## src/rtl/iir_section_seq.sv

```systemverilog
// First-order IIR section y = b0*x + b1*x1 + a1*y1 built around one shared external multiplier.
// Define IIR_SAT_EN to saturate y_out; otherwise y_out wraps to the low 4 bits.
module iir_section_seq #(
  parameter int ACC_W = 10
) (
  input  logic                    clk,
  input  logic                    rst_n,
  input  logic                    in_valid,
  output logic                    in_ready,
  input  logic signed [3:0]       x_in,
  input  logic signed [3:0]       b0,
  input  logic signed [3:0]       b1,
  input  logic signed [3:0]       a1,
  input  logic                    hist_clr,
  output logic signed [3:0]       mult_a,
  output logic signed [3:0]       mult_b,
  input  logic signed [7:0]       mult_p,
  output logic                    out_valid,
  input  logic                    out_ready,
  output logic signed [3:0]       y_out,
  output logic signed [ACC_W-1:0] acc_out
);

  typedef enum logic [2:0] {IDLE, MUL0, MUL1, MUL2, DONE} state_t;

  state_t                  state_q;
  logic                    ready_q;
  logic                    outValid_q;
  logic signed [3:0]       x_q, b0_q, b1_q, a1_q;
  logic signed [3:0]       x1_q, y1_q, yOut_q;
  logic signed [ACC_W-1:0] acc_q, accOut_q;
  logic signed [ACC_W-1:0] prodExt_d, acc_d;
  logic signed [3:0]       y_d;
  logic                    inFire;

  assign in_ready  = ready_q && !hist_clr;
  assign inFire    = in_valid && in_ready;
  assign out_valid = outValid_q;
  assign y_out     = yOut_q;
  assign acc_out   = accOut_q;

  assign prodExt_d = {{(ACC_W-8){mult_p[7]}}, mult_p};
  assign acc_d     = (state_q == MUL0) ? prodExt_d : acc_q + prodExt_d;

`ifdef IIR_SAT_EN
  localparam logic signed [ACC_W-1:0] Y_MAX = 7;
  localparam logic signed [ACC_W-1:0] Y_MIN = -8;
  logic signed [ACC_W-1:0] shifted_d;

  assign shifted_d = acc_q >>> 3;

  always_comb begin
    if (shifted_d > Y_MAX)      y_d = 4'sd7;
    else if (shifted_d < Y_MIN) y_d = -4'sd8;
    else                        y_d = shifted_d[3:0];
  end
`else
  // Low 4 bits of acc >>> 3 are simply acc[6:3]; the arithmetic shift only affects discarded bits.
  assign y_d = acc_q[6:3];
`endif

  always_comb begin
    mult_a = '0;
    mult_b = '0;
    case (state_q)
      MUL0: begin
        mult_a = x_q;
        mult_b = b0_q;
      end
      MUL1: begin
        mult_a = x1_q;
        mult_b = b1_q;
      end
      MUL2: begin
        mult_a = y1_q;
        mult_b = a1_q;
      end
      default: ;
    endcase
  end

  always_ff @(posedge clk or negedge rst_n) begin
    if (!rst_n) begin
      state_q    <= IDLE;
      ready_q    <= 1'b0;
      outValid_q <= 1'b0;
      x_q        <= '0;
      b0_q       <= '0;
      b1_q       <= '0;
      a1_q       <= '0;
      x1_q       <= '0;
      y1_q       <= '0;
      yOut_q     <= '0;
      acc_q      <= '0;
      accOut_q   <= '0;
    end else begin
      case (state_q)
        IDLE: begin
          ready_q <= 1'b1;
          if (hist_clr) begin
            x1_q <= '0;
            y1_q <= '0;
          end else if (inFire) begin
            x_q     <= x_in;
            b0_q    <= b0;
            b1_q    <= b1;
            a1_q    <= a1;
            ready_q <= 1'b0;
            state_q <= MUL0;
          end
        end
        MUL0: begin
          acc_q   <= acc_d;
          state_q <= MUL1;
        end
        MUL1: begin
          acc_q   <= acc_d;
          state_q <= MUL2;
        end
        MUL2: begin
          acc_q   <= acc_d;
          state_q <= DONE;
        end
        DONE: begin
          // First DONE cycle registers the result; it then holds until the consumer takes it.
          if (!outValid_q) begin
            outValid_q <= 1'b1;
            yOut_q     <= y_d;
            accOut_q   <= acc_q;
          end else if (out_ready) begin
            outValid_q <= 1'b0;
            x1_q       <= x_q;
            y1_q       <= yOut_q;
            ready_q    <= 1'b1;
            state_q    <= IDLE;
          end
        end
        default: state_q <= IDLE;
      endcase
    end
  end

endmodule

```

## config.mk

```make
export PLATFORM = sky130hd
export DESIGN_NAME = iir_section_seq
export DESIGN_NICKNAME = d
export VERILOG_FILES = /design/src/rtl/iir_section_seq.sv
export SDC_FILE = /design/constraint.sdc
export NUM_CORES = 1
export LEC_CHECK = 0
export ABC_AREA = 0
export ABC_CLOCK_PERIOD_IN_PS = 4000
export CAP_MARGIN = 10
export CORE_MARGIN = 2
export CORE_UTILIZATION = 51
export CTS_CLUSTER_SIZE = 40
export DETAILED_ROUTE_END_ITERATION = 6
export PLACE_DENSITY_LB_ADDON = 0.1
export SYNTH_ARGS = -nofsm -noshare
export SYNTH_HDL_FRONTEND = slang
export SYNTH_SLANG_ARGS = --single-unit
```

## constraint.sdc

```tcl
create_clock -name clk -period 4 [get_ports clk]
set_input_delay 0.8 -clock clk [delete_from_list [all_inputs] [get_ports clk]]
set_output_delay 0.8 -clock clk [all_outputs]
set_load 0.02 [all_outputs]
```

==> impl_metrics.tcl <==
set metrics [dict create \
    fmax_mhz 333 \
    ys.flop_type "dfrtp_1" \
    antenna_found_initial 0 \
    dr_wl_met2_microns 2720 \
    ios 53 \
    track_usage_pct 20.5 \
    start_util_pct 52.8 \
    cts-buffers-inserted 5 \
    routedLengthMet1_microns 2750 \
    overflow 0 \
    hp-class "register to register" \
    drt_iter0_drc 153 \
    max-clock-path-buffers 2 \
    grt_max_degree 50 \
    dieArea_sq_um 5930 \
    grt_pass1_vias 1959 \
    cp_max_fo 8 \
    place_area_sq_um 3230 \
    grt_pass1_wl_microns 9590 \
    nets 323 \
    ctsResizeCount 0 \
    p_per_area_nw_per_um2 831 \
    setup_slack_ns 0.995 \
    dp_slack_ns 1.07 \
    instances_no_fill 355 \
    power.total_uw 2750 \
    rsz0062_at_grt "no" \
    post-cts-setup-buffers 0 \
    syn_avg_cell_area_sq_um 11.5 \
    start_kind "register" \
    syn2layout_area_growth_pct 22.0 \
    placed_cells 347 \
    outcome "complete, no violations" \
    ir_drop_v 0.000475 \
    setup_viol 0 \
    synth_edf_count 0 \
    clk_pin_slew_ns 0.09 \
    io_buffers 52 \
    finalCriticalPeriod_ns 3.00 \
    root_buffer "clkbuf_8" \
    gp_congestion 0.746 \
    htreeDepth 2 \
    drc 0 \
    holdBufCountCts 0 \
    vias_per_cell 5.68 \
    setup_tns_ns 0 \
    highest_layer "met4" \
    final_layout_size_suffix_gt1_share_pct 19.6 \
    fin_skew_ns 0.00332 \
    max_cap_violations 0 \
    leakage_uw 0.00143 \
    ys_types 46 \
    synthesis.nets 276 \
    ys_seq_area_share_pct 45.1 \
    yosysWarningCount 0 \
    max_slew.worst_pin.slew_ns 1.05 \
    fill_cells 456 \
    chipWidth_microns 77.0 \
    slew_headroom_pct 30.0 \
    crit_path_end_kind "output port" \
    cts_tree "built" \
    route.vias.total 2017 \
    dr.pass1.iters 6 \
    clock_latency_ns 0.30 \
    ys_ff_latch 49 \
    wl_microns 5820 \
    wl_per_cell_microns 16.4 \
    diodes 0 \
    hpwl_microns 4000 \
    fp.dieH_microns 77.0 \
    synth_cells 237 \
    drv_slew 0 \
    final_hold_viol_count 0 \
    clock_sinks 49 \
    core_area_sq_um 5140 \
    design_area_sq_um 3310 \
    arrival_ns 2.20 \
    synthArstFlopShare_pct 100 \
    fin_crit_sh_pct 75.1 \
    ant_nets 0 \
    rows 26 \
    synth_area_sq_um 2720 \
    cp_data_required_time_ns 3.20 \
    met3_wirelength_microns 268 \
    crit_type "register to output port" \
]
critical path, stage by stage (launching register included):
cell and delay, ns:
dfrtp_1 0.37, inv_1 0.06, nor2_1 0.52, a22oi_1 0.19, nor2_1 0.13, clkdlybuf4s50_1 0.63
sequential cells by signal, indices dropped and copies added, names as in the netlist:
| signal | count |
|---|---|
| a1_q | 4 |
| y_out | 3 |
| ready_q | 1 |
| acc_q | 10 |
| y1_q | 4 |
| x1_q | 4 |
| b0_q | 4 |
| x_q | 4 |
| b1_q | 4 |
| acc_out | 7 |
| out_valid | 1 |
| state_q | 3 |
cells in the mapped netlist (all sizes together) (2+ instances only):
master	count	share of area, %
clkbuf	2	1.0
buf	12	2.9
o21ai	13	2.5
inv	4	0.55
o22ai	8	2.1
o22a	4	1.3
a22o	8	2.6
nor3	3	0.74
nand2b	3	0.69
nor2b	7	1.6
dfrtp	49	45
and2b	3	0.88
a21oi	18	3.5
a22oi	10	2.8
xor2	2	0.64
nand3	3	0.55
mux2	35	16
xnor2	4	1.3
or3	2	0.51
mux2i	2	0.74
nand2	8	1.1
nor2	18	3.1
ha	9	4.1
routing by layer:
metal	track usage (%)	up-vias
met3	4.12	8
met2	32.6	59
met1	28.4	992
met5	0	-
li1	-	958
met4	6.43	0
stage by stage:
stage / utilization, % / hold slack [ns]
after floorplan: - / 0.458
after global placement: 62.8 / 0.484
after detailed placement: 62.8 / 0.490
after CTS: 64.5 / 0.515
after global routing: 64.5 / 0.525
final: 64.5 / 0.513
where the power goes:
group	internal [uW]	switching, uW	total [uW]
registers	728	211	940
clock network	121	166	287
logic	769	758	1530
total	1620	1140	2750
cells by family after synthesis:
logic type      count (synthesis)  synth area share (%)
compound gates                 68                  16.8
xor+xnor                        6                  1.93
fa+ha+maj                      10                  4.88
buf+inv                        18                  4.51
flops                          49                  45.1
mux                            37                  16.5
simple gates                   49                  10.3
layout make-up:
type	count	area (sq um)	area share, %
tap	70	87.6	2.64
multi-input combinational	170	1370	41.3
sequential	49	1230	37.0
timing repair buffer	54	531	16.0
inverter	4	15.0	0.453
clock buffer	5	68.8	2.08
clock inverter	3	17.5	0.529
worst paths after layout:
path	from	endpoint	slack [ns]	cells after the start
min reg2reg	b0_q[2]$_DFFE_PN0P_	b0_q[2]$_DFFE_PN0P_	0.51	1
min	b0_q[2]$_DFFE_PN0P_	b0_q[2]$_DFFE_PN0P_	0.51	1
max reg2reg	state_q[2]$_DFFE_PN0P_	y1_q[0]$_DFFE_PN0P_	1.80	4
max in group asynchronous	rst_n	state_q[0]$_DFFE_PN0P_	2.68	1
max	state_q[1]$_DFFE_PN0P_	mult_a[0]	1.0	5
min in group asynchronous	rst_n	acc_q[7]$_DFFE_PN0P_	0.67	1
placed cells by master (no fill, tap or decap), drive strengths merged:
cell type	n
o211ai	1
and2b	3
a221oi	1
o21a	1
o21ai	13
nor3b	1
mux2i	2
a21o	1
o21bai	1
ha	9
nor2b	7
xnor2	4
o22a	4
nand4	1
clkinv	2
clkinvlp	1
clkbuf	5
buf	3
nand2b	3
or3	2
o22ai	8
nand3	3
nor3	3
a22o	8
inv	4
a22oi	10
clkdlybuf4s50	51
a21oi	18
mux2	35
nor2	18
a21boi	1
dfrtp	49
fa	1
nand2	8
xor2	2
a32o	1
Power figures use the tool's default switching activity.
